<file path="config.mk">
export PLATFORM = sky130hd
export DESIGN_NAME = fetch_sequencer_flat
export DESIGN_NICKNAME = d
export VERILOG_FILES = /design/src/rtl/fetch_sequencer_if.sv /design/src/rtl/fetch_sequencer.sv /design/src/flat_wrapper.sv
export SDC_FILE = /design/constraint.sdc
export NUM_CORES = 1
export LEC_CHECK = 0
export BUFFER_PORTS_ARGS = -buffer_cell sky130_fd_sc_hd__buf_2
export CAP_MARGIN = 20
export CORE_MARGIN = 1.5
export CORE_UTILIZATION = 45
export DETAILED_ROUTE_END_ITERATION = 7
export GPL_TIMING_DRIVEN = 0
export PLACE_DENSITY_LB_ADDON = 0.1
export SYNTH_ARGS = -nofsm -noshare
export SYNTH_HDL_FRONTEND = slang
export SYNTH_SLANG_ARGS = --single-unit
export TNS_END_PERCENT = 1
</file>
<file path="constraint.sdc">
create_clock -name clk -period 10.63 [get_ports clk]
set_input_delay 0.5315 -clock clk [delete_from_list [all_inputs] [get_ports clk]]
set_output_delay 0.5315 -clock clk [all_outputs]
set_load 0.005 [all_outputs]
</file>
<file path="src/rtl/fetch_sequencer_if.sv">
// fetch_sequencer_if: bundles the instruction-memory req/ack bus, the execute-stage
// redirect/halt controls and the decode valid/ready handshake of the fetch sequencer.
//   master modport: the fetch sequencer (drives imem_req/addr, if_*, fetch_timeout)
//   slave modport : the environment (memory, execute, decode)
interface fetch_sequencer_if #(
  parameter int unsigned ADDR_W  = 64,
  parameter int unsigned INSTR_W = 32
);
  logic               imem_req;
  logic [ADDR_W-1:0]  imem_addr;
  logic               imem_ack;
  logic [INSTR_W-1:0] imem_rdata;
  logic               redirect;
  logic [ADDR_W-1:0]  redirect_pc;
  logic               halt;
  logic               if_valid;
  logic [INSTR_W-1:0] if_instr;
  logic [ADDR_W-1:0]  if_pc;
  logic               if_ready;
  logic               fetch_timeout;

  modport master (
    output imem_req, imem_addr, if_valid, if_instr, if_pc, fetch_timeout,
    input  imem_ack, imem_rdata, redirect, redirect_pc, halt, if_ready
  );

  modport slave (
    input  imem_req, imem_addr, if_valid, if_instr, if_pc, fetch_timeout,
    output imem_ack, imem_rdata, redirect, redirect_pc, halt, if_ready
  );
endinterface

</file>
<file path="src/rtl/fetch_sequencer.sv">
// fetch_sequencer: instruction-fetch controller. Holds the PC, issues one req/ack fetch at a
// time, buffers the returned word for decode behind valid/ready, applies branch redirects and
// drops fetches invalidated in flight. A sticky watchdog flags fetches that wait too long.
// Ports:
//   clk   - clock, rising edge
//   reset - asynchronous, active-high reset
//   bus   - fetch_sequencer_if.master (imem req/addr/ack/rdata, redirect/redirect_pc/halt,
//           if_valid/if_instr/if_pc/if_ready, fetch_timeout)
module fetch_sequencer #(
  parameter int unsigned       ADDR_W   = 64,
  parameter int unsigned       INSTR_W  = 32,
  parameter logic [ADDR_W-1:0] RESET_PC = '0,
  parameter int unsigned       TIMEOUT  = 1024
) (
  input logic               clk,
  input logic               reset,
  fetch_sequencer_if.master bus
);

  localparam int unsigned CNT_W = (TIMEOUT == 0) ? 1 : $clog2(TIMEOUT + 1);
  localparam logic [CNT_W-1:0] TIMEOUT_C = CNT_W'(TIMEOUT);

  typedef enum logic [1:0] {StIdle, StFetch, StHold, StDrain} state_e;

  state_e             r_state, w_state_d;
  logic [ADDR_W-1:0]  r_pc, w_pc_d;
  logic [ADDR_W-1:0]  r_req_addr, w_req_addr_d;
  logic               r_if_valid, w_if_valid_d;
  logic [INSTR_W-1:0] r_if_instr, w_if_instr_d;
  logic [ADDR_W-1:0]  r_if_pc, w_if_pc_d;
  logic [CNT_W-1:0]   r_wait_cnt, w_wait_cnt_d;
  logic               r_timeout, w_timeout_d;
  logic [ADDR_W-1:0]  w_target;
  logic               w_req;
  logic               w_enter_fetch;

  // DRAIN keeps the stale request on the bus until the memory completes it.
  assign w_req    = (r_state == StFetch) || (r_state == StDrain);
  assign w_target = {bus.redirect_pc[ADDR_W-1:2], 2'b00};

  always_comb begin
    w_state_d    = r_state;
    w_pc_d       = r_pc;
    w_req_addr_d = r_req_addr;
    w_if_valid_d = r_if_valid;
    w_if_instr_d = r_if_instr;
    w_if_pc_d    = r_if_pc;

    unique case (r_state)
      StIdle: begin
        if (bus.redirect) w_pc_d = w_target;
        if (!bus.halt) w_state_d = StFetch;
      end
      StFetch: begin
        if (bus.imem_ack) begin
          if (bus.redirect) begin
            w_pc_d    = w_target;
            w_state_d = bus.halt ? StIdle : StFetch;
          end else begin
            w_if_valid_d = 1'b1;
            w_if_instr_d = bus.imem_rdata;
            w_if_pc_d    = r_req_addr;
            w_pc_d       = r_req_addr + ADDR_W'(4);
            w_state_d    = StHold;
          end
        end else if (bus.redirect) begin
          w_pc_d    = w_target;
          w_state_d = StDrain;
        end
      end
      StHold: begin
        if (bus.redirect) begin
          w_if_valid_d = 1'b0;
          w_pc_d       = w_target;
          w_state_d    = bus.halt ? StIdle : StFetch;
        end else if (bus.if_ready) begin
          w_if_valid_d = 1'b0;
          w_state_d    = bus.halt ? StIdle : StFetch;
        end
      end
      StDrain: begin
        if (bus.redirect) w_pc_d = w_target;
        // The stale word is discarded; only completion matters here.
        if (bus.imem_ack) w_state_d = bus.halt ? StIdle : StFetch;
      end
      default: w_state_d = StIdle;
    endcase

    // FETCH -> FETCH through ack+redirect is a fresh entry and must re-arm the address too.
    w_enter_fetch = (w_state_d == StFetch) && ((r_state != StFetch) || bus.imem_ack);
    if (w_enter_fetch) w_req_addr_d = w_pc_d;
  end

  // Watchdog: count unanswered request cycles, saturating at TIMEOUT.
  always_comb begin
    w_wait_cnt_d = r_wait_cnt;
    if (bus.imem_ack) begin
      w_wait_cnt_d = '0;
    end else if (w_req && (r_wait_cnt != TIMEOUT_C)) begin
      w_wait_cnt_d = r_wait_cnt + CNT_W'(1);
    end
    w_timeout_d = r_timeout || ((TIMEOUT != 0) && (w_wait_cnt_d == TIMEOUT_C));
  end

  always_ff @(posedge clk or posedge reset) begin
    if (reset) begin
      r_state    <= StIdle;
      r_pc       <= RESET_PC;
      r_req_addr <= RESET_PC;
      r_if_valid <= 1'b0;
      r_if_instr <= '0;
      r_if_pc    <= '0;
      r_wait_cnt <= '0;
      r_timeout  <= 1'b0;
    end else begin
      r_state    <= w_state_d;
      r_pc       <= w_pc_d;
      r_req_addr <= w_req_addr_d;
      r_if_valid <= w_if_valid_d;
      r_if_instr <= w_if_instr_d;
      r_if_pc    <= w_if_pc_d;
      r_wait_cnt <= w_wait_cnt_d;
      r_timeout  <= w_timeout_d;
    end
  end

  assign bus.imem_req      = w_req;
  assign bus.imem_addr     = r_req_addr;
  assign bus.if_valid      = r_if_valid;
  assign bus.if_instr      = r_if_instr;
  assign bus.if_pc         = r_if_pc;
  assign bus.fetch_timeout = r_timeout;

endmodule

</file>
<file path="src/flat_wrapper.sv">
// flat-port wrapper written by rule: the top's interface ports become plain ports
module fetch_sequencer_flat 
#(
  parameter int unsigned       ADDR_W   = 64,
  parameter int unsigned       INSTR_W  = 32,
  parameter logic [ADDR_W-1:0] RESET_PC = '0,
  parameter int unsigned       TIMEOUT  = 1024
)
  (clk, reset, bus_imem_req, bus_imem_addr, bus_if_valid, bus_if_instr, bus_if_pc, bus_fetch_timeout, bus_imem_ack, bus_imem_rdata, bus_redirect, bus_redirect_pc, bus_halt, bus_if_ready);
  fetch_sequencer_if #(.ADDR_W(ADDR_W), .INSTR_W(INSTR_W)) bus_i ();
  input logic clk;
  input logic reset;
  output wire logic [$bits(bus_i.imem_req)-1:0] bus_imem_req;
  output wire logic [$bits(bus_i.imem_addr)-1:0] bus_imem_addr;
  output wire logic [$bits(bus_i.if_valid)-1:0] bus_if_valid;
  output wire logic [$bits(bus_i.if_instr)-1:0] bus_if_instr;
  output wire logic [$bits(bus_i.if_pc)-1:0] bus_if_pc;
  output wire logic [$bits(bus_i.fetch_timeout)-1:0] bus_fetch_timeout;
  input wire logic [$bits(bus_i.imem_ack)-1:0] bus_imem_ack;
  input wire logic [$bits(bus_i.imem_rdata)-1:0] bus_imem_rdata;
  input wire logic [$bits(bus_i.redirect)-1:0] bus_redirect;
  input wire logic [$bits(bus_i.redirect_pc)-1:0] bus_redirect_pc;
  input wire logic [$bits(bus_i.halt)-1:0] bus_halt;
  input wire logic [$bits(bus_i.if_ready)-1:0] bus_if_ready;
  assign bus_imem_req = bus_i.imem_req;
  assign bus_imem_addr = bus_i.imem_addr;
  assign bus_if_valid = bus_i.if_valid;
  assign bus_if_instr = bus_i.if_instr;
  assign bus_if_pc = bus_i.if_pc;
  assign bus_fetch_timeout = bus_i.fetch_timeout;
  assign bus_i.imem_ack = bus_imem_ack;
  assign bus_i.imem_rdata = bus_imem_rdata;
  assign bus_i.redirect = bus_redirect;
  assign bus_i.redirect_pc = bus_redirect_pc;
  assign bus_i.halt = bus_halt;
  assign bus_i.if_ready = bus_if_ready;
  fetch_sequencer #(.ADDR_W(ADDR_W), .INSTR_W(INSTR_W), .RESET_PC(RESET_PC), .TIMEOUT(TIMEOUT)) u_core (.clk(clk), .reset(reset), .bus(bus_i));
endmodule
</file>
# --- Word-level counts from Yosys, hierarchy flattened ---
# Index checks and enable logic that the tools add are counted.
classes:
  n_addsub: 2
  muxes: 20
  reduce_logical: 10
  n_eq_ne: 10
  n_bitwise: 1
ops:
  columns: ["cell", "count"]
  rows:
  - ["$mux 64", 3]
  - ["$pmux 64 s2", 1]
  - ["$add 64x3->64 const B", 1]
  - ["$mux 11", 2]
  - ["$mux 2", 7]
  - ["$add 11x1->11 const B", 1]
  - ["$eq 11x11->1 const B", 1]
  - ["$ne 11x11->1 const B", 1]
  - ["$pmux 2 s4", 1]
  - ["$mux 1", 5]
  - ["$eq 2x1->1 const B", 2]
  - ["$eq 2x2->1 const B", 2]
  - ["$ne 2x2->1 const B", 2]
  - ["$reduce_and 4->1", 1]
  - ["$logic_or 1x1->1", 3]
  - ["$ne 3x3->1 const B", 1]
  - ["$reduce_and 3->1", 1]
  - ["$reduce_or 3->1", 1]
  - ["$logic_and 1x1->1", 2]
  - ["$logic_not 2->1", 1]
  - ["$ne 2x1->1 const B", 1]
  - ["$pmux 1 s2", 1]
  - ["$reduce_bool 2->1", 1]
  - ["$not 1->1", 1]
totals:
  output_inout_bits: 163
  ff_bits: 239
  wordCells: 51
  input_bits: 102

# --- Longest topological paths before layout ---
depth:
  depth_word: 7
  mapped_depth: 8
  mapped_depth_nobuf: 8

# --- Worst setup path after synthesis ---
# Ideal clock, no wire load.
synth_timing:
  kind: "input to register"
  start: "input bus_imem_ack"
  end: "register u_core.r_req_addr[29], in the netlist u_core.bus.imem_addr[29]"
  arrival_time_ns: 1.935
  path_slack_ns: 8.557
  cell_stages: 6
  setup_ns: 0.138
  n_path_buf: 3
  required_ns: 10.492
  cell_sequence: "clkbuf_1 o21ai_0 a211oi_1 clkbuf_1 clkbuf_1 a31oi_1"
synth_between:
  elab_chain_cells: 4
  word_cells_on_any_way: 8
  cone_classes: "eq/ne: 1; mux: 5; reduce/logical: 2"
synth_rtl:
  columns: ["item", "line_no", "rtl"]
  rows:
  - ["start: declaration", "flat_wrapper.sv:19", "input wire logic [$bits(bus_i.imem_ack)-1:0] bus_imem_ack;"]
  - ["$mux 2 (on tied branches)", "fetch_sequencer.sv:84, fetch_sequencer.sv:55", null]
  - ["$pmux 2 s4", "fetch_sequencer.sv:49", "unique case (r_state)"]
  - ["$eq 2x1->1", "fetch_sequencer.sv:90", "w_enter_fetch = (w_state_d == StFetch) && ((r_state != StFetch) || bus.imem_ack);"]
  - ["$logic_and 1x1->1", "fetch_sequencer.sv:90", null]
  - ["end signal: assignment", "fetch_sequencer.sv:118", "r_req_addr <= w_req_addr_d;"]
  - ["end: declaration", "fetch_sequencer.sv:27", "logic [ADDR_W-1:0] r_req_addr, w_req_addr_d;"]
# Several ways; a longest one is shown, not always the timed one.
# A chain may end at the register's enable or synchronous reset.

# --- Final worst setup path ---
layout_timing:
  start: "register u_core.r_state[1]"
  end: "register u_core.r_if_pc[42], in the netlist u_core.bus.if_pc[42]"
layout_between:
  elab_chain_cells: 2
layout_rtl:
  columns: ["item", "line_no", "rtl"]
  rows:
  - ["start: declaration", "fetch_sequencer.sv:25", "state_e r_state, w_state_d;"]
  - ["start signal: assignment", "fetch_sequencer.sv:107", "r_state <= StIdle;"]
  - ["start signal: assignment", "fetch_sequencer.sv:116", "r_state <= w_state_d;"]
  - ["$eq 2x1->1", "fetch_sequencer.sv:49", null]
  - ["$reduce_and 3->1 (no line)", null, null]
  - ["end signal: assignment", "fetch_sequencer.sv:121", "r_if_pc <= w_if_pc_d;"]
  - ["end: declaration", "fetch_sequencer.sv:30", "logic [ADDR_W-1:0] r_if_pc, w_if_pc_d;"]
# No other way between the ends.

==> qor.csv <==
stage;metric;value;unit
power_and_ir_drop;sequential power share;0.448;
yosys;main combinational cell family by area after synthesis;simple AND/OR/NAND/NOR gates;
global_route;vias in the first global route;9173;
worst_setup_path;Worst R2R End;u_core.bus.if_pc[42];
worst_setup_path;Crit path max-delay family;buffers and inverters;
yosys;most frequent cell after synthesis;nand2_1;
worst_setup_path;worst-path maximum fanout;10;
floorplanning;Starting Density;0.459;
clock_tree;cts hold-fix bufs;0;
route;Initial DRC Count;613;
power_and_ir_drop;Comb power frac;0.230;
timing;Final min period;2.93;ns
route;met1 WL;14000;um
floorplanning;Top Ports;265;
yosys;Syn Std Cell Area;10800;sq um
power_and_ir_drop;Sw Pwr;0.945;mW
yosys;sequential-to-total area share from yosys stat;0.553;
yosys;top_reg_cell synth;dfrtp_1;
clock_tree;worst-skew pair later-pin latency;0.52;ns
floorplanning;Core Box Area;23500;sq um
worst_setup_path;crit path to;u_core.bus.if_pc[42];
timing;final hold violation count;0;
timing;Slew @ Worst Pin;1.07;ns
power_and_ir_drop;Net Sw Frac;0.314;
yosys;Mapped Cells;1225;
worst_setup_path;crit-path cells;nor2b_1 -> nand2_1 -> nor2_1 -> clkbuf_1 -> clkbuf_1 -> nand2_1 -> nand2_1;
worst_setup_path;critical path class;reg -> reg;
yosys;Simple-Gate Fraction of Synth Area;0.243;
yosys;Synth top cells by count;368 x nand2_1, 239 x dfrtp_1, 129 x nor2_1;
timing;fin crit share;0.276;
route;max layer used;met5;
clock_tree;post-cts gate resize count;0;
yosys;synth unique cells;43;
layout;Area growth syn-to-layout;24.7;%
power_and_ir_drop;Internal;2.07;mW
global_route;Total GRT Usage;0.253;
worst_setup_path;most frequent CP cell;nand2_1;
worst_setup_path;Worst Path Required;11.08;ns
worst_setup_path;Worst Path Arrival;3.39;ns
yosys;Synth Area in Adders;0.00347;
yosys;Yosys top cell by area;dfrtp_1;
power_and_ir_drop;Static Leak;6.57;nW
route;wire per inst;16.7;um
run;max cap viols;0;
power_and_ir_drop;Clk pwr share;0.322;
yosys;top cells by area, synth;dfrtp_1 55%, nand2_1 13%, a21oi_1 4.9%;
timing;slew margin rel.;0.287;
timing;RSZ-0062 raised after global routing;false;
clock_tree;post-CTS setup buffer count;0;
global_route;largest net degree at the start of global routing;124;
yosys;Post-synth EDFFs;0;
clock_tree;TritonCTS Buffers;27;
clock_tree;CTS root buf;clkbuf_16;
power_and_ir_drop;total power;3.01;mW
floorplanning;cell row count;56;
yosys;Syn Area/Cell;8.83;sq um
floorplanning;DIE HEIGHT;158;um
worst_setup_path;CP bufs+invs;2;
floorplanning;Die Area;25000;sq um
yosys;Synth Area in Compound Gates;0.0947;
floorplanning;die width;158;um
route;final wirelength;31000;um
global_route;initial antenna violation count;4;
clock_tree;clk sink count;239;
worst_setup_path;reg-to-reg startpoint;u_core.r_state[1];
worst_setup_path;Setup crit end kind;register;
status;status;complete, no violations;
yosys;FF+latch count, synth;239;
route;Initial DRT Pass Iterations;5;
yosys;Synth top area share;0.553;
clock_tree;CTS Buffer Depth;3;
worst_setup_path;crit path launch;u_core.r_state[1];
layout;layout cells sized above 1;0.216;
worst_setup_path;r2r setup slk;7.70;ns
timing;fin. max-slew vios;0;
route;vias per cell;5.15;
worst_setup_path;Startpoint Class;register;
route;WL met3;2140;um
clock_tree;CTS tree;done;
global_route;first-pass GRT wire length;49500;um
route;total number of vias;9571;
placement;post-DP HPWL;21200;um
yosys;fraction of synthesized area in multiplexers;0.0214;
route;Post-route DRC;0;
timing;clock skew;0.0106;ns
worst_setup_path;critical path depth;7;
clock_tree;H-tree depth;1;
timing;endpoints failing setup;0;
yosys;Synth async-reset ratio;1.00;
yosys;number of synthesis warnings;0;
worst_setup_path;Critical Path Max Stage Delay;0.77;ns
timing;Post-Route Setup TNS;0;ns
yosys;Net Count, Synth;1330;
clock_tree;clock slew at reported path FFs;0.06;ns
placement;gpl congestion;0.824;
power_and_ir_drop;VDD IR-drop max;0.000143;V
route;Final ANT Viol Nets;0;
timing;FMAX;0.341;GHz
power_and_ir_drop;Power Density;223;nW/um^2
layout;Final nets;1621;
route;met2 routed WL;14200;um
placement;Buffers on Ports;261;
yosys;XOR/XNOR Fraction of Synth Area;0.0551;
worst_setup_path;FF-to-FF path depth;7;
worst_setup_path;Crit-path slowest cell;clkbuf_1;
global_route;gr ovfl total;0;
min_path;HP Class;in -> async;
[layout by cell type, fill, tap and decap left out, types with 11 or more instances in the layout]
cell       instances
nand2_1          368
buf_2            262
dfrtp_1          239
nor2_1           129
a21oi_1          106
o21ai_0           71
clkbuf_1          69
xnor2_1           45
nand3_1           30
clkbuf_16         27
xor2_1            23
nor3_1            19
nand4_1           18
mux2_2            17
nor4_1            12
inv_1             11
[worst min path at each step]
stage / slack (ns) / to / cells past startpoint
4_1_cts: 0.18 / u_core.bus.if_instr[14] / 3
3_5_place_dp: 0.45 / u_core.bus.fetch_timeout / 1
5_1_grt: 0.19 / u_core.bus.if_instr[28] / 3
6_report: 0.18 / u_core.r_wait_cnt[7] / 2
3_3_place_gp: 0.45 / u_core.bus.fetch_timeout / 1
2_1_floorplan: 0.46 / u_core.r_pc[0] / 1
[cells by family after synthesis]
group	after synthesis
XOR/XNOR	68
multiplexers	21
AO/OA/AOI/OAI	195
flip-flops	239
buffers and inverters	82
AND/OR/NAND/NOR	617
adder cells (fa/ha/maj)	3
[sequential cells by signal, summed over array words and instances (netlist names)]
register and cells:
u_core.bus.if_pc 64, u_core.bus.imem_addr 64, u_core.r_pc 64, u_core.bus.if_instr 32, u_core.r_wait_cnt 11, u_core.r_state 2, u_core.bus.fetch_timeout 1, u_core.bus.if_valid 1
[layout make-up]
cell class / count / area, sq um
fillers: 2224 / 10100
flip-flops and latches: 239 / 5980
multi-input cells: 904 / 4520
repair buffers: 262 / 1330
clock buffers: 39 / 781
well taps: 319 / 399
plain buffers: 70 / 272
clock inverters: 9 / 145
inverters: 12 / 52.6
diodes: 3 / 7.51
[stage by stage]
step | hold WS, ns | util | setup WS [ns] | area (sq um) | cells
4_1_cts | 0.178 | 0.573 | 7.69 | 13500 | 1854
3_3_place_gp | 0.447 | 0.532 | 0.574 | 12500 | 1805
6_report | 0.181 | 0.573 | 7.70 | 13500 | 1857
5_1_grt | 0.186 | 0.573 | 7.42 | 13500 | 1855
2_1_floorplan | 0.460 | - | 3.54 | 10800 | 1225
3_5_place_dp | 0.454 | 0.533 | 7.58 | 12600 | 1806
[power groups by stage]
stage | Combinational (mW) | Sequential, mW | Clock, mW
2_1_floorplan | 0.360 | 1.34 | 0
3_3_place_gp | 0.684 | 1.36 | 0
3_5_place_dp | 0.702 | 1.36 | 0
4_1_cts | 0.703 | 1.35 | 0.991
5_1_grt | 0.798 | 1.39 | 1.03
6_report | 0.693 | 1.35 | 0.970
[metal layers]
| metal | GRT usage | vias to the layer above |
|---|---|---|
| li1 | - | 4634 |
| met1 | 0.356 | 4588 |
| met2 | 0.407 | 305 |
| met3 | 0.0463 | 42 |
| met4 | 0.0605 | 2 |
| met5 | 0 | - |
(Power assumes the default switching activity.)
